$ cat src/rtl/axi_stream_input.sv
// AXI4-Stream slave: packs `groups` elements per SRAM word and writes the words from base_addr upward.
// Optional AXIS_IN_OVERFLOW_CHECK_EN stops writing past the top SRAM address and raises overflow.
//
// state | meaning
// IDLE  | waiting for start_input; config sampled on arm
// RECV  | accepting beats, packing lanes, writing completed words
// DONE  | tlast committed; waits for start_input to drop before re-arming
module axi_stream_input #(
  parameter int ADDR_WIDTH         = 13,
  parameter int DATA_WIDTH         = 8,
  parameter int MAX_GROUPS         = 8,
  parameter int NUM_CHANNELS_WIDTH = $clog2(64+1),
  localparam int SRAM_WIDTH        = DATA_WIDTH*MAX_GROUPS
) (
  input  logic                          s_axis_aclk,
  input  logic                          s_axis_areset,
  input  logic [DATA_WIDTH-1:0]         s_axis_tdata,
  input  logic                          s_axis_tvalid,
  output logic                          s_axis_tready,
  input  logic                          s_axis_tlast,
  input  logic [NUM_CHANNELS_WIDTH-1:0] s_axis_tuser,
  input  logic                          start_input,
  input  logic [3:0]                    groups,
  input  logic [ADDR_WIDTH-1:0]         base_addr,
  output logic                          sram_in_en,
  output logic                          sram_in_we,
  output logic [ADDR_WIDTH-1:0]         sram_in_addr,
  output logic [SRAM_WIDTH-1:0]         sram_in_data,
  output logic [ADDR_WIDTH-1:0]         in_size,
  output logic [NUM_CHANNELS_WIDTH-1:0] num_channels,
  output logic                          input_done,
  output logic                          overflow
);

  typedef enum logic [1:0] {IDLE, RECV, DONE} state_t;

  state_t                  state;
  logic [3:0]              groups_reg;
  logic [3:0]              groups_eff;
  logic [3:0]              lane_idx;
  logic [ADDR_WIDTH-1:0]   word_addr;
  logic [SRAM_WIDTH-1:0]   pack_reg;
  logic [SRAM_WIDTH-1:0]   pack_next;
  logic                    first_beat;
  logic                    accept;
  logic                    word_done;
  logic                    write_ok;

  assign accept     = s_axis_tvalid && s_axis_tready;
  assign word_done  = accept && (s_axis_tlast || (lane_idx == groups_reg - 4'd1));
  assign sram_in_we = sram_in_en;

  always_comb begin
    groups_eff = groups;
    if (groups == 4'd0)
      groups_eff = 4'd1;
    else if (groups > 4'(MAX_GROUPS))
      groups_eff = 4'(MAX_GROUPS);
  end

  // Current beat merged into its lane; the completing beat must be part of the written word.
  always_comb begin
    pack_next = pack_reg;
    for (int k = 0; k < MAX_GROUPS; k++)
      if (lane_idx == 4'(k))
        pack_next[k*DATA_WIDTH +: DATA_WIDTH] = s_axis_tdata;
  end

`ifdef AXIS_IN_OVERFLOW_CHECK_EN
  logic addr_exhausted;
  logic overflow_q;

  assign write_ok = !addr_exhausted;
  assign overflow = overflow_q;

  // The top address is still written; only words completing after it are dropped.
  always_ff @(posedge s_axis_aclk) begin
    if (s_axis_areset) begin
      addr_exhausted <= 1'b0;
      overflow_q     <= 1'b0;
    end else if (state == IDLE && start_input) begin
      addr_exhausted <= 1'b0;
      overflow_q     <= 1'b0;
    end else if (word_done) begin
      if (addr_exhausted)
        overflow_q <= 1'b1;
      else if (&word_addr)
        addr_exhausted <= 1'b1;
    end
  end
`else
  assign write_ok = 1'b1;
  assign overflow = 1'b0;
`endif

  always_ff @(posedge s_axis_aclk) begin
    if (s_axis_areset) begin
      state         <= IDLE;
      groups_reg    <= 4'd0;
      lane_idx      <= 4'd0;
      word_addr     <= '0;
      pack_reg      <= '0;
      first_beat    <= 1'b0;
      s_axis_tready <= 1'b0;
      sram_in_en    <= 1'b0;
      sram_in_addr  <= '0;
      sram_in_data  <= '0;
      in_size       <= '0;
      num_channels  <= '0;
      input_done    <= 1'b0;
    end else begin
      sram_in_en <= 1'b0;
      input_done <= 1'b0;
      case (state)
        IDLE: begin
          if (start_input) begin
            state         <= RECV;
            s_axis_tready <= 1'b1;
            groups_reg    <= groups_eff;
            word_addr     <= base_addr;
            lane_idx      <= 4'd0;
            pack_reg      <= '0;
            in_size       <= '0;
            first_beat    <= 1'b1;
          end
        end
        RECV: begin
          if (accept) begin
            in_size    <= in_size + 1'b1;
            first_beat <= 1'b0;
            if (first_beat)
              num_channels <= s_axis_tuser;
            if (word_done) begin
              sram_in_en   <= write_ok;
              sram_in_addr <= word_addr;
              sram_in_data <= pack_next;
              word_addr    <= word_addr + 1'b1;
              pack_reg     <= '0;
              lane_idx     <= 4'd0;
            end else begin
              pack_reg <= pack_next;
              lane_idx <= lane_idx + 4'd1;
            end
            if (s_axis_tlast) begin
              state         <= DONE;
              s_axis_tready <= 1'b0;
              input_done    <= 1'b1;
            end
          end
        end
        DONE: begin
          if (!start_input)
            state <= IDLE;
        end
        default: state <= IDLE;
      endcase
    end
  end

endmodule

$ cat config.mk
export PLATFORM = sky130hd
export DESIGN_NAME = axi_stream_input
export DESIGN_NICKNAME = d
export VERILOG_FILES = /design/src/rtl/axi_stream_input.sv
export SDC_FILE = /design/constraint.sdc
export NUM_CORES = 1
export LEC_CHECK = 0
export CORE_MARGIN = 1.5
export CORE_UTILIZATION = 48
export CTS_BUF_LIST = sky130_fd_sc_hd__clkbuf_16
export CTS_CLUSTER_DIAMETER = 40
export DETAILED_ROUTE_END_ITERATION = 7
export PLACE_DENSITY = 0.79
export REMOVE_ABC_BUFFERS = 1
export SYNTH_ARGS = -nofsm -noshare
export SYNTH_HDL_FRONTEND = slang
export SYNTH_SLANG_ARGS = --single-unit
export TNS_END_PERCENT = 1
$ cat constraint.sdc
create_clock -name s_axis_aclk -period 2.34 [get_ports s_axis_aclk]
set_clock_uncertainty 0.2 [all_clocks]
set_input_delay 0.351 -clock s_axis_aclk [delete_from_list [all_inputs] [get_ports s_axis_aclk]]
set_output_delay 0.351 -clock s_axis_aclk [all_outputs]
set_load 0.02 [all_outputs]
* Word-level counts from Yosys, hierarchy flattened
Cells that the tools add are included.
Word-level totals: input bits 37, bits in latches 0, flip-flop bits (word level) 188, word-level logic and storage cells 88, bits in read-only memories 0, RAM bits 0, output and inout port bits 102, memories kept 0
Cells by class: equality and inequality tests 15, reduce and logical (&&, ||, !) cells 15, $lt $le $gt $ge 1, shift-type cells 0, div/mod/pow operators 0, $mul 0, bitwise gates (word level) 2, muxes and demuxes 38, $add $sub $neg 4
Operator list (count):
- two-way mux 64 bit | 3
- case mux 64 bit (2 select lines) | 1
- two-way mux 13 bit | 5
- two-way mux 8 bit | 8
- case mux 13 bit (2 select lines) | 2
- adder 13 x 1 -> 13 bit, second input constant | 2
- two-way mux 4 bit | 5
- == test 4 x 3 -> 1 bit, second input constant | 4
- AND reduction 4 bit | 3
- != test 2 bit, second input constant | 5
- AND reduction 3 bit | 3
- == test 4 x 2 -> 1 bit, second input constant | 2
- zero test 4 bit | 2
- two-way mux 2 bit | 4
- case mux 4 bit (2 select lines) | 1
- two-way mux 1 bit | 6
- case mux 2 bit (3 select lines) | 1
- adder 4 x 1 -> 4 bit, second input constant | 1
- == test 4 x 1 -> 1 bit, second input constant | 1
- == test 4 bit | 1
- greater-than comparator 4 bit, second input constant | 1
- case mux 1 bit (2 select lines) | 2
- subtractor 4 x 1 -> 4 bit, second input constant | 1
- OR reduction 3 bit | 1
- other kinds (8) | 10

* Longest topological paths before layout
depth in word-level cells 7, mapped depth 9, mapped depth without buffers 7

* Least setup slack after synthesis
OpenSTA, ideal clock, no wires.
path type register to register, start reg groups_reg[0], end reg sram_in_data[33], data arrival time 1.896 ns, slack 0.097 ns, period minus slack after synthesis 2.243 ns, stages on the path, launching flop included 9, cells stage by stage dfxtp_1 > inv_1 > ha_1 > xor2_1 > nand3_1 > o31ai_4 > buf_6 > buf_6 > a211oi_2
On the way: longest elaborated chain between the ends 5
Ends and longest elaborated chain:
- start, declared | RTL line 38 | logic [3:0] groups_reg;
- start signal, assigned | RTL line 119 | groups_reg <= groups_eff;
- subtractor 4 x 1 -> 4 bit | RTL line 50 | assign word_done = accept && (s_axis_tlast || (lane_idx == groups_reg - 4'd1));
- == test 4 bit | RTL line 50
- logical OR 1 bit | RTL line 50
- logical AND 1 bit | RTL line 50
- AND reduction 3 bit (no line)
- end signal, assigned | RTL line 136 | sram_in_data <= pack_next;
- end, declared | RTL line 28 | output logic [SRAM_WIDTH-1:0] sram_in_data,
No other way between the ends. A chain may end at the register's enable or synchronous reset.

* Final worst setup path
start reg groups_reg[0], end reg sram_in_data[36]
Same word-level chain as after synthesis.

==> reports/qor.yml <==
wl_um: 21500
cp_slowest_cell: "dfxtp_1"
status: "complete, no violations"
ir_worst_vdd_uv: 589
dieArea_mm2: 0.0181
grt_max_degree: 57
crit_type: "flip-flop to flip-flop"
nets: 1138
overflow: 0
tritoncts: "yes"
wl_met3_um: 997
hold_violations: 0
worstMarginPinSlew_ps: 600
avgSynthCellArea_um2: 8.96
reg2reg_slack_ps: 110
multiInputGateArea_mm2: 0.00393
synth_cell_type_count: 54
crit_path_end_kind: "flip-flop"
async_reset_ff_share_pct: 0
drt-wirelength-per-cell_um: 16.2
num_rows: 47
synthToLayoutAreaGrowth_pct: 32.4
rsz0062_at_grt: "true"
port_buffers: 137
ys_seq_area_share_pct: 45.2
relSlewSlack_pct: 59.9
synth_common_cells: "188 x dfxtp_1, 124 x nor2_1, 73 x inv_1"
drtIter0Drc: 650
die_w_um: 135
synthMostInstantiatedCell: "dfxtp_1"
fin_crit_sh_pct: 95.5
viasPerCell: 5.52
yosysTopAreaCellShare_pct: 45.2
cp-endpoint: "sram_in_data[36]"
wl_met1_um: 9800
critPathMaxStageDelay_ps: 310
cts_htree_levels: 4
place_area_mm2: 0.0103
drive_gt1_share_pct: 16.8
ios: 139
detailed_place_hpwl_um: 14900
drtAntennaViolNets: 0
coreArea_mm2: 0.0168
fin_util_pct: 65.7
holdBufCountCts: 0
fill_cells: 1383
finalMaxSlewViolations: 0
max_freq_mhz: 448
synth_warnings: 0
timing.rr.end: "sram_in_data[36]"
drv_cap: 0
cts.sinks: 188
p_leak_nw: 4.01
setup_ws_ps: 106
setup_viol: 0
cts_root_buf: "clkbuf_16"
cp.required_ps: 2510
path_cells: "buf_4 -> nor3_2 -> xnor2_2 -> buf_4 -> o31ai_4 -> buf_12 -> buf_12 -> nor2_1 -> a211oi_2"
r2r_start: "groups_reg[0]"
p_per_area_mw_per_mm2: 628
grt_usage_pct: 23.6
synthCells: 929
yosys_register_bits: 188
hold_path.class: "primary input to flip-flop"
critPathBufInv: 4
first_pass_iters: 5
antenna_found_initial: 0
syn_area_mm2: 0.00832
num_vias: 7320
clkSlewWorstSetupHoldPaths_ps: 80
clock_latency_ps: 440
fin_crit_ps: 2230
reg2regPathDepth: 9
clk_path_buf_depth: 2
critPathMaxFanout: 20
critPathTopFamily: "buffers and inverters"
cp.depth: 9
synth-edff-count: 0
drc: 0
initial_utilization_pct: 49.7
grt_pass1_wl_um: 34000
grt_pass1_vias: 6804
dr.max_layer_used: "met4"
p_total_mw: 6.92
yosys.area.top_type: "dfxtp_1"
seqCellArea_mm2: 0.00376
post-place-ws_ps: -205
startpoint_type: "flip-flop"
antennaDiodeCount: 0
wl_met2_um: 10200
cp.arrival_ps: 2400
cts_made_buffers: 17
final_area_mm2: 0.0110
die_h_um: 135
setup.worst_path.start: "groups_reg[0]"
synth-main-ff-cell: "dfxtp_1"
synthTopCellsByArea: "dfxtp_1 45%, o32ai_1 6.7%, a211oi_2 6.0%"
place.gp.congestion: 0.825
-- worst min path at each step --
stage,cells past startpoint,start,endpoint
after floorplan,1,s_axis_areset,sram_in_data[10]
after global placement,2,num_channels[3],num_channels[3]
after detailed placement,2,sram_in_addr[0],sram_in_addr[0]
after CTS,2,s_axis_areset,first_beat
after global routing,2,s_axis_areset,first_beat
final,2,s_axis_areset,first_beat
-- kinds of logic (layout without fill, tap and decap cells) --
logic type / Yosys count / count (layout) / share of synthesized area, %
AOI/OAI and AO/OA: 225 / 225 / 22.3
xor gates and xnor gates: 18 / 18 / 2.24
adders and majority gates: 7 / 7 / 1.05
buffers and inverters: 155 / 333 / 8.27
DFF: 188 / 188 / 45.2
muxes: 45 / 45 / 5.41
other: 1 / 1 / 0.0451
and+or+nand+nor: 290 / 290 / 15.5
-- layer usage --
metal | up-vias | global-route usage [%]
met5 | - | 0
met4 | 0 | 8.78
met3 | 41 | 3.72
met2 | 213 | 38.9
met1 | 3454 | 31.3
li1 | 3612 | -
-- what timing repair did --
action,4_1_cts,5_1_grt
setup endpoints to repair,2,131
endpoints found under the hold margin,0,0
resized for setup,2,10
setup buffers,0,0
pin swaps,0,2
-- cell type report --
cell class | count | share of cell area [%]
clock buffer | 17 | 3.86
clock inverter | 15 | 1.74
inverter | 73 | 2.49
multi-input combinational | 586 | 35.7
sequential | 188 | 34.2
tap | 220 | 2.50
timing repair buffer | 228 | 19.6
-- metrics by stage --
step	setup TNS, ps	instances	hold WS, ps
2_1_floorplan	-165020	847	216
3_3_place_gp	-8500	1295	241
3_5_place_dp	-13010	1295	248
4_1_cts	0	1327	87.4
5_1_grt	-955	1327	119
6_report	0	1327	86.5
-- layout by cell type (no fill, tap or decap), types with 4 or more instances in the layout --
master and count:
dfxtp_1 188, clkdlybuf4s50_1 136, nor2_1 124, buf_4 83, inv_1 73, nand2_1 64, o32ai_1 61, a21oi_1 47
mux2i_1 45, a211oi_2 40, nor3_1 30, a211oi_1 28, nand3_1 24, clkbuf_16 17, o21ai_0 15, nand2b_1 12
xor2_1 10, buf_12 8, ha_1 7, inv_8 7, nand4_1 6, and3_1 5, or4_4 5, xnor2_1 4
-- worst register-to-register path, cell delays in order (launching register included) --
cell and delay [ps]:
dfxtp_1 310, buf_4 140, nor3_2 310, xnor2_2 110
buf_4 160, o31ai_4 300, buf_12 210, buf_12 170
nor2_1 80, a211oi_2 200
-- power breakdown --
| group | internal (mW) | switching (mW) |
|---|---|---|
| Clock | 1.55 | 1.43 |
| Combinational | 0.282 | 0.364 |
| Sequential | 3.24 | 0.0470 |
No activity file was read; power rests on OpenSTA's default activity.
==> variant, RTL diff (same settings) <==
Re-encode `state_t` (3 states) as one-hot, 3 bits wide.
--- a/src/rtl/axi_stream_input.sv
+++ b/src/rtl/axi_stream_input.sv
@@ -33,5 +33,5 @@
 );
 
-  typedef enum logic [1:0] {IDLE, RECV, DONE} state_t;
+  typedef enum logic [2:0] {IDLE = 3'b001, RECV = 3'b010, DONE = 3'b100} state_t;
 
   state_t                  state;
Formal check against the unedited RTL: same outputs for any inputs over 4 cycles, from zero or initial values and one cycle with s_axis_areset high; so few cycles prove little.
==> variant against the original RTL <==
Hold slack better by 110 ps. Area after synthesis down 0.92%. Routed wire length up 5.3%. Total power up 0.27%. Cell area down 0.80%. Setup slack worse by 71 ps. Global-route usage up 1.3 points. Sequential cell count up 1. Critical path type unchanged. Largest cell class unchanged.
==> variant: results (changes against the original RTL) <==
OUTCOME
-----------------------------------------------------------------------------
Run status ..................................................... finished clean

DETAILED ROUTING
-----------------------------------------------------------------------------
Met3 WL ........................................................      1.21 mm   +21%
Met1 Wirelength ................................................      9.99 mm   +1.9%
Metal2 WL ......................................................      11.0 mm   +7.9%
Via Count ......................................................         7636   +4.3%
WL/cell ........................................................      17.1 um   +5.9%
Starting DRC count in detailed routing .........................          603   -7.2%

PLACEMENT
-----------------------------------------------------------------------------
Detailed Place HPWL ............................................      15.1 mm   +1.1%
Final weighted congestion in routability-driven placement ......        0.859   +4.1%
Total cell area at the placement stage .........................   0.0101 mm2   -1.9%

SYNTHESIS
-----------------------------------------------------------------------------
Count of distinct cell types in the synthesized netlist ........           55   +1.9%
Warnings from Yosys ............................................            0   unchanged
Share of the synthesized area in the top cell type .............        45.9%   +0.66 points
Sequential cell area fraction in the yosys report ..............        45.9%   +0.66 points
Top cells by instance count after synthesis .................... dfxtp_1 (189), a21oi_1 (132), inv_1 (81)
Main area contributors after synthesis ......................... dfxtp_1 (46%), a21oi_1 (8.0%), o32ai_1 (6.8%)

SETUP PATH
-----------------------------------------------------------------------------
Dominant delay contributor by cell family on the critical path . compound AO/OA/AOI/OAI gates
Endpoint of the most critical register-to-register path ........ pack_reg[3]$_SDFFE_PP0P_
Critical path data arrival time ................................      2440 ps   +40 ps
Largest incremental delay on the critical path .................       330 ps   +20 ps
R2R setup slack ................................................        40 ps   -70 ps

PWR
-----------------------------------------------------------------------------
Leakage power ..................................................      3.79 nW   -5.5%
Switch share ...................................................        24.9%   -1.7 points
Maximum VDD drop ...............................................       570 uV   -3.2%

GLOBAL ROUTING
-----------------------------------------------------------------------------
Global-route wire length before repair .........................      35.9 mm   +5.7%
Largest net degree at the start of global routing ..............           62   +8.8%
Vias in the first global route .................................         7059   +3.7%
Total global-route track usage .................................        24.8%   +1.3 points

TIMING
-----------------------------------------------------------------------------
Max-slew headroom ..............................................        60.0%   +0.18 points

CELLS AND AREA
-----------------------------------------------------------------------------
Fraction of final layout cells sized beyond drive strength 1 ...        12.7%   -4.1 points

CLOCK TREE
-----------------------------------------------------------------------------
Number of post-CTS setup repair buffers ........................            0   unchanged
TritonCTS Buffers ..............................................           17   unchanged
H-tree level count .............................................            4   unchanged

WORST HOLD PATH
-----------------------------------------------------------------------------
Hold-critical path endpoint .................................... groups_reg[0]$_SDFFE_PP0P_

## variant: cell count changes after synthesis, sizes merged, moves of 10 or more
cell	before	now
nor3	31	5
mux2i	45	29
nand2	66	54
nor2	124	58
o22ai	2	12
a221oi	0	11
nand3b	2	13
a21oi	49	133
## variant: logic make-up after synthesis
logic type | share of synthesized area, %
flops | 45.9
other cells | 0.0455
xor+xnor | 1.76
simple gates | 12.7
compound gates | 26.1
buf+inv | 8.53
mux | 3.93
fa+ha+maj | 1.06
## variant: layout make-up
class / count / area (um2)
Fill cell: 1356 / 5770
Tap cell: 220 / 275
Sequential cell: 189 / 3790
Timing Repair Buffer: 210 / 2030
Clock inverter: 15 / 186
Clock buffer: 17 / 425
Multi-Input combinational cell: 588 / 3930
Inverter: 81 / 304
## variant: power groups by stage
stage	Sequential [mW]	Combinational, mW	Clock (mW)
2_1_floorplan	3.37	0.228	0
3_3_place_gp	3.37	0.585	0
3_5_place_dp	3.37	0.593	0
4_1_cts	3.30	0.598	3.04
5_1_grt	3.30	0.674	3.17
6_report	3.30	0.630	3.01
## variant: metrics by stage
step	instances	utilization [%]	hold slack [ps]	setup slack [ps]
6_report	1320	65.4	192	35.3
3_5_place_dp	1288	60.8	247	-92.5
4_1_cts	1320	64.4	164	-5.03
2_1_floorplan	858	-	220	-1870
3_3_place_gp	1288	60.8	237	-10.6
5_1_grt	1320	65.4	206	-39.5
## variant: what timing repair did
action                     4_1_cts  5_1_grt
setup endpoints to repair        2       96
hold endpoints to repair         0        0
gates resized for setup          0       26
## variant: routing by layer
layer | vias up | GRT usage (%)
li1 | 3715 | -
met1 | 3635 | 33.3
met2 | 253 | 41.2
met3 | 33 | 3.97
met4 | 0 | 7.83
met5 | - | 0
